## src/rtl/jtag_tap_multi_dr.sv

```systemverilog
// IEEE 1149.1 TAP with instruction register, shared DR shift path and N_CHAN user DR channels.
// Optional IDCODE register enabled by defining JTAG_IDCODE_EN.
module jtag_tap_multi_dr #(
  parameter int                  IR_WIDTH   = 6,
  parameter int                  DR_WIDTH   = 32,
  parameter int                  N_CHAN     = 4,
  parameter logic [IR_WIDTH-1:0] USER_OP0   = 6'h02,
  parameter logic [IR_WIDTH-1:0] IDCODE_OP  = 6'h09,
  parameter logic [DR_WIDTH-1:0] IDCODE_VAL = 32'h0
) (
  input  logic                       TCK,
  input  logic                       TRST,
  input  logic                       TMS,
  input  logic                       TDI,
  output logic                       TDO,
  output logic                       TDO_EN,
  output logic [IR_WIDTH-1:0]        IR,
  output logic [N_CHAN-1:0]          SEL,
  input  logic [N_CHAN*DR_WIDTH-1:0] USR_DIN,
  output logic [DR_WIDTH-1:0]        USR_DOUT,
  output logic [N_CHAN-1:0]          CAP,
  output logic [N_CHAN-1:0]          UPDT,
  output logic                       TLRESET,
  output logic                       RTIDLE
);

  localparam logic [3:0] TLR      = 4'hF;
  localparam logic [3:0] RTI      = 4'hC;
  localparam logic [3:0] SEL_DR   = 4'h7;
  localparam logic [3:0] CAP_DR   = 4'h6;
  localparam logic [3:0] SHIFT_DR = 4'h2;
  localparam logic [3:0] EXIT1_DR = 4'h1;
  localparam logic [3:0] PAUSE_DR = 4'h3;
  localparam logic [3:0] EXIT2_DR = 4'h0;
  localparam logic [3:0] UPD_DR   = 4'h5;
  localparam logic [3:0] SEL_IR   = 4'h4;
  localparam logic [3:0] CAP_IR   = 4'hE;
  localparam logic [3:0] SHIFT_IR = 4'hA;
  localparam logic [3:0] EXIT1_IR = 4'h9;
  localparam logic [3:0] PAUSE_IR = 4'hB;
  localparam logic [3:0] EXIT2_IR = 4'h8;
  localparam logic [3:0] UPD_IR   = 4'hD;

`ifdef JTAG_IDCODE_EN
  localparam logic IDCODE_EN_C = 1'b1;
`else
  localparam logic IDCODE_EN_C = 1'b0;
`endif

  localparam logic [IR_WIDTH-1:0] RESET_OP   = IDCODE_EN_C ? IDCODE_OP : {IR_WIDTH{1'b1}};
  localparam logic [IR_WIDTH-1:0] IR_CAPTURE = IR_WIDTH'(2'b01);

  logic [3:0]          state_q, state_d;
  logic [IR_WIDTH-1:0] ir_q, ir_sr_q, ir_diff_s;
  logic [DR_WIDTH-1:0] dr_sr_q, dout_q, cap_data_s;
  logic                byp_q, tdo_q, tdo_en_q, tlr_q, rti_q;
  logic [N_CHAN-1:0]   sel_s, cap_q, updt_q;
  logic                user_hit_s, idcode_hit_s, long_dr_s;

  always_comb begin
    state_d = TLR;
    case (state_q)
      TLR:      state_d = TMS ? TLR      : RTI;
      RTI:      state_d = TMS ? SEL_DR   : RTI;
      SEL_DR:   state_d = TMS ? SEL_IR   : CAP_DR;
      CAP_DR:   state_d = TMS ? EXIT1_DR : SHIFT_DR;
      SHIFT_DR: state_d = TMS ? EXIT1_DR : SHIFT_DR;
      EXIT1_DR: state_d = TMS ? UPD_DR   : PAUSE_DR;
      PAUSE_DR: state_d = TMS ? EXIT2_DR : PAUSE_DR;
      EXIT2_DR: state_d = TMS ? UPD_DR   : SHIFT_DR;
      UPD_DR:   state_d = TMS ? SEL_DR   : RTI;
      SEL_IR:   state_d = TMS ? TLR      : CAP_IR;
      CAP_IR:   state_d = TMS ? EXIT1_IR : SHIFT_IR;
      SHIFT_IR: state_d = TMS ? EXIT1_IR : SHIFT_IR;
      EXIT1_IR: state_d = TMS ? UPD_IR   : PAUSE_IR;
      PAUSE_IR: state_d = TMS ? EXIT2_IR : PAUSE_IR;
      EXIT2_IR: state_d = TMS ? UPD_IR   : SHIFT_IR;
      UPD_IR:   state_d = TMS ? SEL_DR   : RTI;
      default:  state_d = TLR;
    endcase
  end

  // Channel k is selected when IR - USER_OP0 == k; user opcodes win over IDCODE_OP.
  assign ir_diff_s    = ir_q - USER_OP0;
  assign user_hit_s   = (int'(ir_diff_s) < N_CHAN);
  assign idcode_hit_s = IDCODE_EN_C && !user_hit_s && (ir_q == IDCODE_OP);
  assign long_dr_s    = user_hit_s || idcode_hit_s;

  always_comb begin
    sel_s = '0;
    for (int k = 0; k < N_CHAN; k++) begin
      sel_s[k] = user_hit_s && (ir_diff_s == IR_WIDTH'(k));
    end
  end

  always_comb begin
    cap_data_s = IDCODE_VAL;
    for (int k = 0; k < N_CHAN; k++) begin
      if (sel_s[k]) begin
        cap_data_s = USR_DIN[k*DR_WIDTH +: DR_WIDTH];
      end else begin
        cap_data_s = cap_data_s;
      end
    end
  end

  // Strobes are registered from the next state so they align with the state they flag.
  always_ff @(posedge TCK or posedge TRST) begin
    if (TRST) begin
      state_q <= TLR;
      tlr_q   <= 1'b1;
      rti_q   <= 1'b0;
      cap_q   <= '0;
      updt_q  <= '0;
    end else begin
      state_q <= state_d;
      tlr_q   <= (state_d == TLR);
      rti_q   <= (state_d == RTI);
      cap_q   <= (state_d == CAP_DR) ? sel_s : '0;
      updt_q  <= (state_d == UPD_DR) ? sel_s : '0;
    end
  end

  always_ff @(posedge TCK or posedge TRST) begin
    if (TRST) begin
      ir_q    <= RESET_OP;
      ir_sr_q <= '0;
    end else begin
      if (state_q == CAP_IR) begin
        ir_sr_q <= IR_CAPTURE;
      end else if (state_q == SHIFT_IR) begin
        ir_sr_q <= {TDI, ir_sr_q[IR_WIDTH-1:1]};
      end
      if (state_d == UPD_IR) begin
        ir_q <= ir_sr_q;
      end else if (state_d == TLR) begin
        ir_q <= RESET_OP;
      end
    end
  end

  always_ff @(posedge TCK or posedge TRST) begin
    if (TRST) begin
      dr_sr_q <= '0;
      byp_q   <= 1'b0;
      dout_q  <= '0;
    end else begin
      if (state_q == CAP_DR) begin
        if (long_dr_s) begin
          dr_sr_q <= cap_data_s;
        end else begin
          byp_q <= 1'b0;
        end
      end else if (state_q == SHIFT_DR) begin
        if (long_dr_s) begin
          dr_sr_q <= {TDI, dr_sr_q[DR_WIDTH-1:1]};
        end else begin
          byp_q <= TDI;
        end
      end
      if ((state_d == UPD_DR) && user_hit_s) begin
        dout_q <= dr_sr_q;
      end
    end
  end

  // TDO launches on the falling edge so the capturing device sees a stable bit at posedge.
  always_ff @(negedge TCK or posedge TRST) begin
    if (TRST) begin
      tdo_q    <= 1'b0;
      tdo_en_q <= 1'b0;
    end else begin
      tdo_en_q <= (state_q == SHIFT_IR) || (state_q == SHIFT_DR);
      if (state_q == SHIFT_IR) begin
        tdo_q <= ir_sr_q[0];
      end else if (state_q == SHIFT_DR) begin
        tdo_q <= long_dr_s ? dr_sr_q[0] : byp_q;
      end else begin
        tdo_q <= 1'b0;
      end
    end
  end

  assign TDO      = tdo_q;
  assign TDO_EN   = tdo_en_q;
  assign IR       = ir_q;
  assign SEL      = sel_s;
  assign USR_DOUT = dout_q;
  assign CAP      = cap_q;
  assign UPDT     = updt_q;
  assign TLRESET  = tlr_q;
  assign RTIDLE   = rti_q;

endmodule

```

## config.mk

```make
export PLATFORM = sky130hd
export DESIGN_NAME = jtag_tap_multi_dr
export DESIGN_NICKNAME = d
export VERILOG_FILES = /design/src/rtl/jtag_tap_multi_dr.sv
export SDC_FILE = /design/constraint.sdc
export NUM_CORES = 1
export LEC_CHECK = 0
export CAP_MARGIN = 25
export CORE_MARGIN = 2
export CORE_UTILIZATION = 41
export DETAILED_ROUTE_END_ITERATION = 8
export HOLD_SLACK_MARGIN = 0.02
export PLACE_DENSITY = 0.78
export SYNTH_ARGS = -nofsm -noshare
export SYNTH_HDL_FRONTEND = slang
export SYNTH_SLANG_ARGS = --single-unit
```

## constraint.sdc

```tcl
create_clock -name TCK -period 2.84 [get_ports TCK]
set_clock_uncertainty 0.05 [all_clocks]
set_input_delay 0.568 -clock TCK [delete_from_list [all_inputs] [get_ports TCK]]
set_output_delay 0.568 -clock TCK [all_outputs]
set_load 0.01 [all_outputs]
```

==> results.yml <==
outcome:
  outcome: "finished with violations"
  violations: "negative setup slack"
finish:
  num-nets-final: 783
  post-route-util_pct: 63.0
  filler_cell_count: 985
  ant_diodes: 0
  layout-area-overhead-vs-synth_pct: 50.2
  final_cell_count_no_fill: 802
  post_route_cells_drive_above_1_share_pct: 17.7
global_route:
  maximum_number_of_pins_on_one_net_before_global_route_repair: 92
  number_of_global_route_vias_before_repair: 4623
  grt.overflow.total: 0
  global_route_wire_length_before_repair_um: 23500
  number_of_antenna_violations_at_the_first_check_in_global_routing: 0
  grtUsageTotal_pct: 23.0
worst_setup_path:
  timing.critical_path.from_type: "register"
  worstPathRequired_ps: 1550
  critical_path.startpoint: "IR[1]$_DFFE_PP1P_"
  critPathMaxFanout: 15
  arrival_worst_endpoint_ps: 1790
  crit_type: "reg2reg"
  critPathCaptureType: "register"
  critical_path.reg2reg.startpoint: "IR[1]$_DFFE_PP1P_"
floorplan:
  floorplan.rows: 40
  num_io_pins: 186
  initial_utilization_pct: 41.9
  fp.dieArea_um2: 13100
  dieWidth_um: 115
  core_area_um2: 12000
  die_height_um: 115
timing:
  finalMaxSlewViolations: 0
  final-hold-violation-count: 0
  finalSetupViolCount: 3
  setup_ws_ps: -238
  fin_tns_setup_ps: -320
  grt_setup_unrepaired: "yes"
  tightestPinTransition_ps: 854
  maxSlewHeadroom_pct: 43.0
logic_synthesis:
  ys.flop_type: "sky130_fd_sc_hd__dfrtp_1"
  syn-num-nets: 596
  netlist.top_cell.by_area: "sky130_fd_sc_hd__dfrtp_1"
  yosysWarningCount: 0
  asyncSetResetFlopFracSynth_pct: 100
  synth_most_common_cell: "sky130_fd_sc_hd__dfrtp_1"
  synth_sequential_area_ratio_pct: 46.7
  number_of_flip_flops_and_latches_in_the_synthesized_netlist: 93
  yosys.area.top_type_share_pct: 39.9
  netlist_top_cells_count: "sky130_fd_sc_hd__dfrtp_1, sky130_fd_sc_hd__o21ai_0, sky130_fd_sc_hd__mux2_1, sky130_fd_sc_hd__nor2_1, sky130_fd_sc_hd__mux2_2"
  synth.area.top_cells: "sky130_fd_sc_hd__dfrtp_1, sky130_fd_sc_hd__mux2_1, sky130_fd_sc_hd__mux4_2"
  post_synth_edffs: 0
  syn_avg_cell_area_um2: 10.8
  synth.cell_area_um2: 5020
  post_synth_num_cell_types: 47
  synthesis.instances: 463
place:
  finalWeightedCongestion: 0.878
  dp.final_hpwl_um: 11100
  port-buffer-count: 185
  place_ws_ps: -273
  placedCellCount: 781
pwr:
  power.density_nw_per_um2: 1020
  vdd_ir_drop_max_v: 0.000598
  power_mw: 7.72
  power_leakage_nw: 3.22
clock_tree:
  clockBufferDepth: 2
  clk-insertion-delay-late_ps: 330
  cts_sinks: 93
  htree_levels: 3
  cts-root-buf: "sky130_fd_sc_hd__clkbuf_16"
  tritoncts_clock_tree: "yes"
  tritoncts_buffers: 9
  path_clk_slew_ps: 60
route:
  drt-pass1-iter-count: 5
  via_count: 4474
  post-route-drc-count: 0
  wl_per_cell_um: 18.6
  detail_route.vias_per_cell: 5.58
  dr.first_iter.drc_count: 184
  ant_nets: 0
  routed_wirelength_um: 14900
min_path:
  hold_class: "reg2reg"
  hold_path.startpoint: "USR_DOUT[29]$_DFFE_PP0P_"
job:
  cap_viol_max_count: 0
report_power, final:
part | leakage, nW | internal, mW | switching, mW | total (mW)
combinational | 1.94 | 2.03 | 1.93 | 3.95
clock | 0.165 | 0.871 | 0.519 | 1.39
sequential | 1.12 | 1.95 | 0.428 | 2.37
total | 3.22 | 4.84 | 2.87 | 7.72
area by class of cell:
cell class | instances | area (um^2) | share of cell area (%)
clock inverter | 6 | 118 | 1.56
inverter | 21 | 85.1 | 1.13
multi-input combinational | 309 | 2460 | 32.6
timing repair buffer | 216 | 2120 | 28.2
sequential | 93 | 2340 | 31.1
tap | 147 | 184 | 2.44
clock buffer | 10 | 229 | 3.04
logic make-up after synthesis:
logic type	synth area share [%]
fa+ha+maj	0.249
flops	46.7
buf+inv	5.01
mux	22.1
simple gates	8.95
compound gates	17.1
layer usage:
| metal | GRT usage (%) | up-vias | share of wire (%) | wire length (um) |
|---|---|---|---|---|
| li1 | - | 2073 | - | - |
| met1 | 28.1 | 2228 | 41 | 6080 |
| met2 | 40.2 | 153 | 51 | 7670 |
| met3 | 5.77 | 20 | 6.3 | 936 |
| met4 | 6.50 | 0 | 1.5 | 229 |
| met5 | 0 | - | 0 | 0 |
final timing paths:
path | endpoint | slack [ps] | cells past startpoint
max | TDO$_DFF_NP0_ | -240 | 6
min | USR_DOUT[29]$_DFFE_PP0P_ | 440 | 1
max reg2reg | TDO$_DFF_NP0_ | -240 | 6
min reg2reg | USR_DOUT[29]$_DFFE_PP0P_ | 440 | 1
max in group asynchronous | TDO$_DFF_NP0_ | 730 | 2
min in group asynchronous | UPDT[3]$_DFF_PP0_ | 850 | 3
through the flow:
step | area [um^2] | hold slack (ps)
2_1_floorplan | 5080 | 407
3_3_place_gp | 7130 | 425
3_5_place_dp | 7130 | 430
4_1_cts | 7520 | 445
5_1_grt | 7540 | 461
6_report | 7540 | 440
layout by cell type, fill, tap and decap left out, types with 9 or more instances in the layout:
master | Yosys | layout
sky130_fd_sc_hd__o21ai_1 | 15 | 15
sky130_fd_sc_hd__a31oi_1 | 18 | 18
sky130_fd_sc_hd__mux2i_1 | 15 | 15
sky130_fd_sc_hd__nor2_1 | 30 | 30
sky130_fd_sc_hd__o31ai_1 | 18 | 18
sky130_fd_sc_hd__clkbuf_16 | 0 | 9
sky130_fd_sc_hd__o21ai_0 | 59 | 59
sky130_fd_sc_hd__mux2_2 | 25 | 25
sky130_fd_sc_hd__nand2_1 | 15 | 15
sky130_fd_sc_hd__inv_1 | 21 | 18
sky130_fd_sc_hd__dfstp_2 | 11 | 11
sky130_fd_sc_hd__mux4_2 | 14 | 14
sky130_fd_sc_hd__dfrtp_1 | 80 | 80
sky130_fd_sc_hd__a22o_1 | 19 | 19
sky130_fd_sc_hd__buf_4 | 1 | 25
sky130_fd_sc_hd__clkdlybuf4s50_1 | 0 | 179
sky130_fd_sc_hd__mux2_1 | 32 | 32
repair_timing:
action,4_1_cts,5_1_grt
hold buffers,0,0
gates resized for setup,20,4
gates cloned,0,0
buffers inserted,3,2
setup endpoints to repair,7,7
pin swaps,4,2
flip-flops by register name (all words and copies together), names as in the netlist:
register,count
ir_sr_q,6
byp_q,1
USR_DOUT,32
TDO,1
state_q,4
RTIDLE,1
UPDT,4
dr_sr_q,32
IR,6
TDO_EN,1
CAP,4
TLRESET,1
critical path, cell delays in order, from the launching register on:
cell and delay [ps]:
sky130_fd_sc_hd__dfstp_2 580, sky130_fd_sc_hd__buf_8 180, sky130_fd_sc_hd__nor3_2 90, sky130_fd_sc_hd__o31ai_4 270, sky130_fd_sc_hd__buf_6 150, sky130_fd_sc_hd__a21oi_2 50
sky130_fd_sc_hd__nand3b_1 140
(Power assumes the default switching activity.)
==> edit (config.mk and constraints unchanged) <==
The option `JTAG_IDCODE_EN` is turned on by a define.
--- a/src/rtl/jtag_tap_multi_dr.sv
+++ b/src/rtl/jtag_tap_multi_dr.sv
@@ -1,5 +1,7 @@
 // IEEE 1149.1 TAP with instruction register, shared DR shift path and N_CHAN user DR channels.
 // Optional IDCODE register enabled by defining JTAG_IDCODE_EN.
+`define JTAG_IDCODE_EN
+
 module jtag_tap_multi_dr #(
   parameter int                  IR_WIDTH   = 6,
   parameter int                  DR_WIDTH   = 32,
Check against the original RTL: not checked (the comparison handles one clock edge and no latches or derived clocks); the edit may change what the design does.
==> edit against the unedited design <==
  * The flow still finishes with violations (negative setup slack)
  * First-iteration DRC count increased by 24%
  * Total power decreased by 27%
  * Cell area increased by 3.1%
  * Sequential cell count unchanged
  * Routed wire length increased by 3.9%
  * Sequential share of layout area decreased by 0.99 points
  * Hold slack got worse by 28 ps
  * Synthesized area increased by 5.1%
  * Setup slack improved by 74 ps
  * Sequential power decreased by 27%
  * Critical endpoint unchanged
==> edit: results (changes against the unedited design) <==
{
  "synth": {
    "synth.avg_cell_area": {"value": 10.7, "unit": "µm²", "change": "-1.7%"},
    "synth.net_count": {"value": 628, "change": "+5.4%"},
    "netlist-cell-type-count": {"value": 45, "change": "-4.3%"},
    "sequential_element_share_of_the_synthesized_area": {"value": 44.3, "unit": "%", "change": "-2.4 points"}
  },
  "global_route": {
    "use_met2": {"value": 40.3, "unit": "%", "change": "+0.081 points"},
    "grt_pass1_wl": {"value": 25.9, "unit": "mm", "change": "+10%"},
    "gr-usage-met1": {"value": 28.9, "unit": "%", "change": "+0.83 points"}
  },
  "critical_path": {
    "cp_max_fo": {"value": 4, "change": "-11"},
    "rr_worst_depth": {"value": 5, "change": "-1"},
    "timing.critical_path.arrival": {"value": 1710, "unit": "ps", "change": "-80 ps"},
    "reg2reg_from": "IR[2]"
  },
  "run_status": {
    "status": "finished with violations",
    "violated_checks": "negative setup slack"
  },
  "power": {
    "cellLeakagePower": {"value": 3.49, "unit": "nW", "change": "+8.2%"},
    "p_total": {"value": 5.60, "unit": "mW", "change": "-27%"},
    "comb_cell_power": {"value": 2.65, "unit": "mW", "change": "-33%"},
    "netSwitchingFraction": {"value": 36.9, "unit": "%", "change": "-0.34 points"},
    "ir_worst_vdd": {"value": 0.000465, "unit": "V", "change": "-22%"},
    "pwr.group.sequential": {"value": 1.74, "unit": "mW", "change": "-27%"}
  },
  "sta": {
    "final_critical_path_setup_slack": {"value": -164, "unit": "ps", "change": "+74.4 ps"},
    "final_report_setup_violation_count": {"value": 3, "change": "unchanged"},
    "final.setup.tns": {"value": -241, "unit": "ps", "change": "+79.5 ps"}
  },
  "routing": {
    "vias": {"value": 4708, "change": "+5.2%"},
    "wirelength": {"value": 15.5, "unit": "mm", "change": "+3.9%"},
    "drt-met1-wl": {"value": 6.29, "unit": "mm", "change": "+3.4%"},
    "routed_wl_met2": {"value": 7.86, "unit": "mm", "change": "+2.6%"},
    "drt_first_pass_iters": {"value": 4, "change": "-1"}
  },
  "final_layout": {
    "area_growth_syn_to_layout_pct": 47.4
  },
  "place": {
    "placed_area": {"value": 7430, "unit": "µm²", "change": "+4.2%"},
    "half_perimeter_wire_length_after_detailed_placement": {"value": 11.2, "unit": "mm", "change": "+1.1%"},
    "placed_cells_incl_taps": {"value": 842, "change": "+7.8%"}
  },
  "clock_network": {
    "cts_repair_resize_count": {"value": 21, "change": "+5.0%"}
  }
}
-- edit: changes by cell type after synthesis, sizes merged, moves of 19 or more --
cell	delta
o211a	+31
nor2	+83
o31ai	-19
o21ai	-62
nor4	+31
a21oi	+29
mux2	-22
-- edit: path summary, 6_finish.rpt --
| check | endpoint |
|---|---|
| worst max-delay path | TDO |
| max in group asynchronous | TDO |
| min in group TCK | USR_DOUT[6] |
| worst max register to register | TDO |
| worst min register to register | USR_DOUT[6] |
| worst min-delay path | RTIDLE |
-- edit: kinds of logic after synthesis --
family | Yosys count | share of synthesized area (%)
buf+inv | 48 | 4.39
compound gates | 88 | 12.4
simple gates | 198 | 17.6
fa+ha+maj | 1 | 0.237
flops | 93 | 44.3
mux | 67 | 21.1
-- edit: cell type report --
class,instances,area share (%)
clock inverters,6,0.821
multi-input cells,354,35.6
flip-flops and latches,93,30.1
repair buffers,222,27.5
inverters,4,0.306
clock buffers,10,2.95
well taps,172,2.77
